`src/rtl/pong_pkg.sv`:
```
// pong_pkg: shared pong geometry (POS_W, screen extents, PADDLE_LEN), pos_t and the saturating paddle step
package pong_pkg;
  localparam int POS_W = 9;
  localparam int SCREEN_H = 240;
  localparam int SCREEN_W = 320;
  localparam int PADDLE_LEN = 32;
  typedef logic [POS_W-1:0] pos_t;
  typedef logic [9:0] wide_t;
  function automatic pos_t step_pos(pos_t pos, logic up, logic dn, wide_t step, wide_t lo, wide_t hi);
    wide_t p;
    p = wide_t'(pos);
    if (up && !dn) p = (p < lo + step) ? lo : p - step;
    else if (dn && !up) p = (p + step > hi) ? hi : p + step;
    return pos_t'(p);
  endfunction
endpackage

```
`src/rtl/button_debounce.sv`:
```
// button_debounce: 2-flop synchroniser plus counter debouncer; ports clock, reset, raw (async button) -> db (debounced level)
module button_debounce
  import pong_pkg::*;
#(
  parameter int DEBOUNCE_CYCLES = 16
) (
  input  logic clock,
  input  logic reset,
  input  logic raw,
  output logic db
);
  localparam int CW = $clog2(DEBOUNCE_CYCLES);
  logic s1, s2;
  logic [CW-1:0] cnt;
  always_ff @(posedge clock)
    if (reset) begin
      s1 <= 1'b0;
      s2 <= 1'b0;
      db <= 1'b0;
      cnt <= '0;
    end else begin
      s1 <= raw;
      s2 <= s1;
      if (s2 == db) cnt <= '0;
      else if (cnt == CW'(DEBOUNCE_CYCLES - 1)) begin
        db <= s2;
        cnt <= '0;
      end else cnt <= cnt + 1'b1;
    end
endmodule

```
`src/rtl/paddle_control.sv`:
```
// paddle_control: buttons p1/p2 up/down -> debounced, prescaled, saturating registered paddle positions player_1_x/player_2_x (clock, reset, enable)
module paddle_control
  import pong_pkg::*;
#(
  parameter int PADDLE_LEN = pong_pkg::PADDLE_LEN,
  parameter int MIN_POS = 0,
  parameter int MAX_POS = 240,
  parameter int START_POS = (MAX_POS - MIN_POS - PADDLE_LEN) / 2,
  parameter int DEBOUNCE_CYCLES = 16,
  parameter int STEP_DIV = 4,
  parameter int STEP = 2
) (
  input  logic             clock,
  input  logic             reset,
  input  logic             enable,
  input  logic             p1_up,
  input  logic             p1_down,
  input  logic             p2_up,
  input  logic             p2_down,
  output logic [POS_W-1:0] player_1_x,
  output logic [POS_W-1:0] player_2_x
);
  localparam int PW = STEP_DIV > 1 ? $clog2(STEP_DIV) : 1;
  logic [3:0] btn, db;
  logic [PW-1:0] pre;
  logic tick;
  pos_t p1_next, p2_next;
  assign btn = {p2_down, p2_up, p1_down, p1_up};
  for (genvar g = 0; g < 4; g++) begin : g_db
    button_debounce #(.DEBOUNCE_CYCLES(DEBOUNCE_CYCLES)) u_db (
      .clock(clock),
      .reset(reset),
      .raw(btn[g]),
      .db(db[g])
    );
  end
  always_comb begin
    tick = pre == PW'(STEP_DIV - 1);
    p1_next = step_pos(player_1_x, db[0], db[1], 10'(STEP), 10'(MIN_POS), 10'(MAX_POS - PADDLE_LEN));
    p2_next = step_pos(player_2_x, db[2], db[3], 10'(STEP), 10'(MIN_POS), 10'(MAX_POS - PADDLE_LEN));
  end
  always_ff @(posedge clock)
    if (reset) begin
      pre <= '0;
      player_1_x <= POS_W'(START_POS);
      player_2_x <= POS_W'(START_POS);
    end else begin
      pre <= tick ? '0 : pre + 1'b1;
      if (tick && enable) begin
        player_1_x <= p1_next;
        player_2_x <= p2_next;
      end
    end
endmodule

```
`config.mk`:
```
export PLATFORM = sky130hd
export DESIGN_NAME = paddle_control
export DESIGN_NICKNAME = d
export VERILOG_FILES = /design/src/rtl/pong_pkg.sv /design/src/rtl/button_debounce.sv /design/src/rtl/paddle_control.sv
export SDC_FILE = /design/constraint.sdc
export NUM_CORES = 1
export LEC_CHECK = 0
export CORE_UTILIZATION = 52
export CTS_CLUSTER_DIAMETER = 100
export DETAILED_ROUTE_END_ITERATION = 6
export PLACE_DENSITY = 0.88
export SETUP_SLACK_MARGIN = 0.1
export SLEW_MARGIN = 15
export SYNTH_ARGS = -nofsm -noshare
export SYNTH_HDL_FRONTEND = slang
export SYNTH_SLANG_ARGS = --single-unit
```
`constraint.sdc`:
```
create_clock -name clock -period 2 [get_ports clock]
set_input_delay 0.4 -clock clock [delete_from_list [all_inputs] [get_ports clock]]
set_output_delay 0.4 -clock clock [all_outputs]
set_load 0.01 [all_outputs]
```
## Word-level counts from Yosys, hierarchy flattened

Index checks and enable logic that the tools add are counted.

- Flip-flop bits (word level): 48
- Bits of input ports: 7
- Output and inout bits: 18
- Word-level logic and storage cells: 75

- Add/subtract/negate cells: 9
- Order comparisons: 4
- Eq/ne operators: 9
- Muxes and demuxes: 8
- Bitwise logic cells: 4
- Reductions and logical operators: 22

Operators with widths:

| kind | count |
|---|---|
| $mux 9 | 8 |
| $add 9x2->10 const B | 2 |
| $gt 10x8->1 const B | 2 |
| $lt 9x2->1 const B | 2 |
| $sub 9x2->9 const B | 2 |
| $add 4x1->4 const B | 4 |
| $eq 4x4->1 const B | 4 |
| $reduce_and 2->1 | 6 |
| $reduce_or 3->1 | 4 |
| $logic_and 1x1->1 | 5 |
| $eq 1x1->1 | 4 |
| $logic_not 1->1 | 4 |
| $not 1->1 | 4 |
| $reduce_bool 2->1 | 2 |
| $add 2x1->2 const B | 1 |
| $eq 2x2->1 const B | 1 |
| $reduce_or 2->1 | 1 |

## Longest topological paths before layout

Gate-level depths: netlist (run 1).

- Depth in word-level cells: 5
- Mapped depth: 9
- Mapped depth without buffers: 8

## Cells and area by module

From an unflattened synthesis (run 1), not the netlist that was laid out.

- Cell total of the unflattened synthesis: 316
- Area total of the unflattened synthesis: 2672.6 um2

By module, submodules not included:

| module | instances | cells each | area an instance (um2) | sequential area each (um2) |
|---|---|---|---|---|
| paddle_control | 1 | 224 | 1666.6 | 360.3 |
| button_debounce | 4 | 23 | 251.5 | 140.1 |

## Worst setup path after synthesis (run 1)

Ideal clock, no wire load.

- Path type: register to register
- Start point: register player_2_x[2]
- End point: register player_2_x[1]
- Data arrival time: 2.048 ns
- Required time: 1.883 ns
- Path slack: -0.165 ns
- Stages on the path, launching flop included: 9
- Path buffers: 1
- Period minus slack after synthesis: 2.165 ns
- Cell sequence: dfxtp_1 ha_1 buf_2 nand2_1 o31ai_4 a32oi_2 o31a_1 or3_4 a32o_2

- Word-level cells in the longest chain between the ends: 5
- Elaborated cells on any way between the ends: 7
- Those cells by class: add/sub (1); order compare (2); mux (4)

RTL lines:

| element | RTL line | RTL |
|---|---|---|
| start: declaration | paddle_control.sv:21 | `output logic [POS_W-1:0] player_2_x` |
| start signal: assignment | paddle_control.sv:46 | `player_2_x <= POS_W'(START_POS);` |
| start signal: assignment | paddle_control.sv:51 | `player_2_x <= p2_next;` |
| $add 9x2->10 | - |  |
| $gt 10x8->1 | pong_pkg.sv:13 | `else if (dn && !up) p = (p + step > hi) ? hi : p + step;` |
| $mux 9 (2 in series) | pong_pkg.sv:13 |  |
| $mux 9 (*) | pong_pkg.sv:12 | `if (up && !dn) p = (p < lo + step) ? lo : p - step;` |

Mark *: on every way between the ends. The rest lies on a longest branch, timed or not. The select of a mux whose other input is x is not followed.
A chain may end at the register's enable or synchronous reset.

## Final worst setup path (run 1)

- Start point: register player_1_x[1]
- End point: register player_1_x[6]

- Word-level cells in the longest chain between the ends: 5
- Elaborated cells on any way between the ends: 8
- Those cells by class: add/sub (2); order compare (2); mux (4)

RTL lines:

| element | RTL line | RTL |
|---|---|---|
| start: declaration | paddle_control.sv:20 | `output logic [POS_W-1:0] player_1_x,` |
| start signal: assignment | paddle_control.sv:45 | `player_1_x <= POS_W'(START_POS);` |
| start signal: assignment | paddle_control.sv:50 | `player_1_x <= p1_next;` |
| $add 9x2->10 | pong_pkg.sv:13 |  |
| $gt 10x8->1 | pong_pkg.sv:13 |  |
| $mux 9 (2 in series) | pong_pkg.sv:13 |  |
| $mux 9 (*) | pong_pkg.sv:12 |  |

Marked as above.

==> results of run 1 <==
==> flip-flops by register name, summed over array words and instances (netlist names) <==
name and cells:
player_2_x 8, player_1_x 8, g_db.u_db.s2 4, g_db.u_db.cnt 16, g_db.u_db.db 4, g_db.u_db.s1 4
pre 2
==> cell usage after synthesis (2+ instances only) <==
library cell,number,area [um^2]
dfxtp_1,46,920.9
nor2_1,41,153.9
clkbuf_1,19,71.32
inv_1,17,63.81
o21ai_0,17,85.08
a21oi_1,14,70.07
nand2_1,13,48.80
nor2b_1,12,75.07
ha_1,11,137.6
nand3_1,11,55.05
nor3_1,11,55.05
xnor2_1,11,96.34
a31oi_1,7,43.79
xor2_1,7,61.31
a211oi_1,6,45.04
and3_1,6,37.54
mux2i_1,6,60.06
nand4_1,6,37.54
or3_1,6,37.54
o31ai_1,5,37.54
or2_2,4,25.02
nor4b_1,3,26.28
o211ai_1,3,22.52
o21ai_1,3,15.01
a22oi_1,2,15.01
a32o_1,2,20.02
and4_1,2,17.52
buf_2,2,10.01
buf_4,2,15.01
buf_6,2,22.52
clkbuf_4,2,15.01
nand2b_1,2,12.51
nand4b_1,2,17.52
nor3b_1,2,15.01
nor4_1,2,12.51
o22ai_1,2,12.51
or4_1,2,15.01
==> worst paths after layout <==
kind,from,cells past startpoint,slack (ns),to
min,pre[0],1,0.43,pre[0]
max reg2reg,player_1_x[1],7,0.06,player_1_x[6]
max,player_1_x[1],7,0.06,player_1_x[6]
min reg2reg,pre[0],1,0.43,pre[0]
==> timing repair <==
item / in CTS / in global routing
pin swaps: 2 / 8
endpoints found under the setup margin: 11 / 19
buffers inserted: 4 / 3
gates resized for setup: 7 / 15
hold endpoints to repair: 0 / 0
==> power breakdown <==
part | switching [mW] | internal [mW]
Clock | 0.317 | 0.323
Sequential | 0.00679 | 0.925
Combinational | 0.0249 | 0.0276
==> per-layer routing <==
metal | track usage | wire, um | up-vias
li1 | - | - | 1285
met1 | 0.2837 | 2911 | 1232
met2 | 0.4264 | 3415 | 104
met3 | 0.04150 | 298 | 23
met4 | 0.09853 | 160 | 0
met5 | 0 | 0 | -
==> logic make-up (layout without fill, tap and decap cells) <==
kind of cell	count (synthesis)	in the layout	synth area share
muxes	7	7	0.02595
and+or+nand+nor	130	130	0.2503
other	1	2	0.001364
adders and majority gates	11	11	0.05007
buffers and inverters	45	85	0.07328
DFF	46	46	0.3350
AOI/OAI and AO/OA	79	79	0.2066
xor gates and xnor gates	18	18	0.05735
==> layout make-up <==
| class | instances | area [um^2] | share of cell area |
|---|---|---|---|
| clock buffers | 7 | 97.59 | 0.02845 |
| clock inverters | 1 | 7.507 | 0.002188 |
| inverters | 17 | 63.81 | 0.01860 |
| multi-input cells | 247 | 1707 | 0.4974 |
| flip-flops and latches | 46 | 945.9 | 0.2757 |
| well taps | 70 | 87.58 | 0.02553 |
| repair buffers | 60 | 521.8 | 0.1521 |
==> stage by stage <==
step / utilization / std cells / cell area, um^2
after CTS: 0.6558 / 445 / 3349
after global routing: 0.6717 / 448 / 3431
after floorplan: - / 338 / 2795
after detailed placement: 0.6269 / 433 / 3202
final: 0.6717 / 448 / 3431
after global placement: 0.6269 / 433 / 3202
==> metrics.md, run 1 <==
| Metric | Value |
|---|---|
| #FFs+latches synth | `46` |
| Routed WL per cell | `15.15 um` |
| IO Pins | `25` |
| GRT Total Usage | `0.2392` |
| CP max stage cell | `dfxtp_2` |
| Buf+Inv Stages, Crit Path | `1` |
| DR DRC count | `0` |
| Num CTS Buffers | `5` |
| CTS clk-pin slew, worst paths | `0.09 ns` |
| Mapped Cells | `337` |
| Clock root cell | `clkbuf_8` |
| Worst EP required | `2.19 ns` |
| Die width | `74.71 um` |
| Power Dens Cells | `473.2 nW/um^2` |
| Die Y | `74.71 um` |
| Row Count | `26` |
| Hold Path Class | `flip-flop to flip-flop` |
| Number of vias per cell | `5.902` |
| Worst setup path class | `flip-flop to flip-flop` |
| Top delay family on crit path | `compound AO/OA/AOI/OAI gates` |
| Clock Latency Late Sink | `0.30 ns` |
| Design Power | `1.623 mW` |
| Initial DRC count | `197` |
| CP Capture Type | `flip-flop` |
| Avg Cell Area, Syn | `8.157 um^2` |
| Initial antenna violation count | `0` |
| Post-synthesis sequential area ratio | `0.3350` |
| Async S/R FF share, synth | `0` |
| Yosys warns | `0` |
| Post-synth EDFFs | `0` |
| Cells along the critical path | `buf_4, nand2_1, nor2_4, mux2_2, o21ai_0, o31ai_1, a221o_1` |
| Layout net count | `395` |
| First-pass GRT wire length | `10,380 um` |
| Final WL | `6786 um` |
| Post-Syn Area | `2749 um^2` |
| CP Max Fanout | `5` |
| Vias in the first global route | `2,392` |
| Grt total ovfl | `0` |
| Commonest non-fill, non-tap cell in the layout | `nor2_1` |
| Vias | `2,644` |
| CP max stage delay | `0.40 ns` |
| Clock Skew | `0.01173 ns` |
| Final count of hold timing violations | `0` |
| GPL Wtd Cong | `0.9029` |
| Most frequent cells in the layout | `nor2_1, buf_4, dfxtp_1` |
| Fin crit share | `0.9722` |
| Setup Viol. Count Final | `0` |
| CTS HTree Levels | `2` |
| First drt pass iteration count | `5` |
| Worst vdd ir | `375.2 uV` |
| Initial Util | `0.5382` |
| Ys flop type | `dfxtp_1` |
| Antenna violation net count after detailed routing | `0` |
| Clock period minus worst slack | `1.944 ns` |
| Slew Viols, Final | `0` |
| Synthesis-to-layout area growth | `24.81%` |
| Final HPWL DP | `4665 um` |
| WP data arrival | `2.13 ns` |
| Status | `finished, final reports clean` |
| Core area | `5107 um^2` |
| RSZ-0062 raised after global routing | `true` |
| Pin count of the biggest net entering global routing | `37` |
| Critical Path Start Type | `flip-flop` |
| Distinct cells, synth | `63` |
| Highest Clock Rate | `514.3 MHz` |
| Clk sinks | `46` |
| Place WS | `0.04185 ns` |
| Setup ws final | `0.05567 ns` |
| Share of cells above drive strength 1 | `0.2143` |
| Setup TNS | `0 ns` |
| CTS tree | `yes` |
| Ant diodes | `0` |
| Die Area | `5581 um^2` |
| Maxcap violations | `0` |
| Port buffer count | `22` |
| Hold slack | `0.4326 ns` |
| Hold-fix buffers, CTS | `0` |
| CTS max path bufs | `2` |
| Fillers | `413` |
| Leak pwr | `1.245 nW` |
Note: power is estimated with default switching activity, not from simulation.
==> inputs of run 2 (changes only) <==
--- a/config.mk
+++ b/config.mk
@@ -8,7 +8,7 @@
 export CORE_UTILIZATION = 52
 export CTS_CLUSTER_DIAMETER = 100
 export DETAILED_ROUTE_END_ITERATION = 6
-export PLACE_DENSITY = 0.88
+export PLACE_DENSITY = 0.84
 export SETUP_SLACK_MARGIN = 0.1
 export SLEW_MARGIN = 15
 export SYNTH_ARGS = -nofsm -noshare
==> run 2 against run 1 <==
Net effect:
- total power decreased by 3.7%
- final cell count increased by 0.45%
- via count decreased by 1.7%
- wire length decreased by 4.4%
- combinational power about the same
- hold slack improved by 0.0026 ns
- maximum frequency increased by 1.7%
- clock skew decreased by 0.0028 ns
- flip-flop and latch count unchanged
- die area unchanged
- cell area increased by 0.51%
- critical path type unchanged
==> metrics.md, run 2 (same netlist as run 1, synthesis figures left out) <==
| Metric | Value |
|---|---|
| Status | `finished, final reports clean` |
| Die Area | `5581 um^2` |
| Hold Path Origin | `pre[0]` |
| Fin crit share | `0.9560` |
| Die Y | `74.71 um` |
| IO Pins | `25` |
| Hold Path Depth | `1` |
| Final WL | `6487 um` |
| Power Dens Cells | `453.4 nW/um^2` |
| Critical Path Start Type | `flip-flop` |
| CTS max path bufs | `2` |
| First drt pass iteration count | `4` |
| Layout net count | `397` |
| Pin count of the biggest net entering global routing | `37` |
| Setup Viol. Count Final | `0` |
| R2r setup slk | `0.09 ns` |
| Num CTS Buffers | `5` |
| Clock Skew | `0.008894 ns` |
| Clock root cell | `clkbuf_8` |
| Clk sinks | `46` |
| Launching point of the worst reg2reg path | `player_2_x[1]` |
| Met1 usage | `0.2804` |
| Share of cells above drive strength 1 | `0.2342` |
| Worst EP required | `2.23 ns` |
| GR Util met2 | `0.4034` |
| Setup ws final | `0.08804 ns` |
| Grt total ovfl | `0` |
| Initial DRC count | `177` |
| Number of flip-flops in the largest register | `16` |
| First-pass GRT wire length | `9825 um` |
| CTS tree | `yes` |
| Highest Clock Rate | `523.0 MHz` |
| Setup TNS | `0 ns` |
| Commonest non-fill, non-tap cell in the layout | `nor2_1` |
| Largest reg by FF count | `g_db.u_db.cnt` |
| Worst reg2reg path depth | `7` |
| Met3 usage in global routing | `0.04552` |
| Clock Latency Late Sink | `0.31 ns` |
| Vias | `2,600` |
| Place WS | `0.06051 ns` |
| CP Capture Type | `flip-flop` |
| CP Max Fanout | `7` |
| GRT Total Usage | `0.2307` |
| Initial antenna violation count | `0` |
| CTS clk-pin slew, worst paths | `0.09 ns` |
| Port buffer count | `22` |
| Initial Util | `0.5382` |
| Busiest grt layer | `met2` |
| CTS HTree Levels | `2` |
| Number of vias per cell | `5.778` |
| Hold Path Sink | `pre[0]` |
| WP data arrival | `2.14 ns` |
| Largest registers | `g_db.u_db.cnt: 16 flops, player_1_x: 8 flops, player_2_x: 8 flops` |
| Leak pwr | `1.249 nW` |
| Hold Path Class | `flip-flop to flip-flop` |
| Clock period minus worst slack | `1.912 ns` |
| Maxcap violations | `0` |
| Synthesis-to-layout area growth | `25.44%` |
| Worst setup path class | `flip-flop to flip-flop` |
| Ant diodes | `0` |
| Slew Viols, Final | `0` |
| Die width | `74.71 um` |
| Antenna violation net count after detailed routing | `0` |
| RSZ-0062 raised after global routing | `true` |
| DR DRC count | `0` |
| Final count of hold timing violations | `0` |
| Vias in the first global route | `2,164` |
| Routed WL per cell | `14.42 um` |
| Worst vdd ir | `453.6 uV` |
| GPL Wtd Cong | `0.9151` |
| Final HPWL DP | `4336 um` |
| Core area | `5107 um^2` |
| Reg2reg end | `player_2_x[4]` |
| Row Count | `26` |
| Most frequent cells in the layout | `nor2_1, buf_4, dfxtp_1` |
## run 2: timing repair
item,CTS,global route
endpoints found under the setup margin,5,17
pin swaps,3,6
hold buffers,0,0
hold endpoints to repair,0,0
setup buffers,6,4
resized for setup,2,27
## run 2: worst max-delay path, stage by stage, from the launching register on
cell,delay (ns)
dfxtp_4,0.41
ha_4,0.18
nand2_4,0.06
o31ai_4,0.18
a32oi_2,0.09
o31a_1,0.32
or3_4,0.34
a311oi_2,0.25
## run 2: report_power, final
part	leakage [nW]	total, mW	internal (mW)	switching, mW
clock network	0.0484	0.580	0.247	0.333
registers	0.377	0.931	0.925	0.00658
logic	0.824	0.0522	0.0278	0.0244
## run 2: how the worst max path moves through the flow
| stage | startpoint | to | slack [ns] | cells past startpoint |
|---|---|---|---|---|
| finish | player_2_x[1] | player_2_x[4] | 0.09 | 7 |
| global route | player_2_x[1] | player_2_x[1] | 0.02 | 7 |
| CTS | player_2_x[1] | player_2_x[4] | 0.09 | 6 |
| detailed placement | enable | player_1_x[5] | 0.06 | 6 |
| global placement | enable | player_1_x[8] | 0.09 | 7 |
| floorplan | player_2_x[2] | player_2_x[1] | 0.03 | 7 |
## run 2: layout make-up
type / instances / area, um^2
multi-input combinational: 247 / 1722
fill: 424 / 1659
clock inverter: 3 / 20.02
timing repair buffer: 62 / 540.5
tap: 70 / 87.58
sequential: 46 / 945.9
clock buffer: 5 / 68.82
inverter: 17 / 63.81
## run 2: routing by layer
metal,part of all wire,vias up
li1,-,1289
met1,0.44,1226
met2,0.49,76
met3,0.047,9
met4,0.015,0
met5,0,-
## run 2: metrics by stage
step	area (um^2)	util	hold slack [ns]	power, mW	instances
after CTS	3332	0.6524	0.4402	1.574	446
after floorplan	2795	-	0.4084	0.9887	338
final	3448	0.6752	0.4352	1.563	450
after global routing	3448	0.6752	0.4446	1.615	450
after global placement	3194	0.6254	0.4156	1.006	432
after detailed placement	3194	0.6254	0.4241	1.008	432
==> inputs of run 3 (changes only) <==
--- a/config.mk
+++ b/config.mk
@@ -5,6 +5,7 @@
 export SDC_FILE = /design/constraint.sdc
 export NUM_CORES = 1
 export LEC_CHECK = 0
+export CAP_MARGIN = 20
 export CORE_UTILIZATION = 52
 export CTS_CLUSTER_DIAMETER = 100
 export DETAILED_ROUTE_END_ITERATION = 6
==> results of run 3 <==
The final DEF is identical to that of run 2; final timing and power are the same.
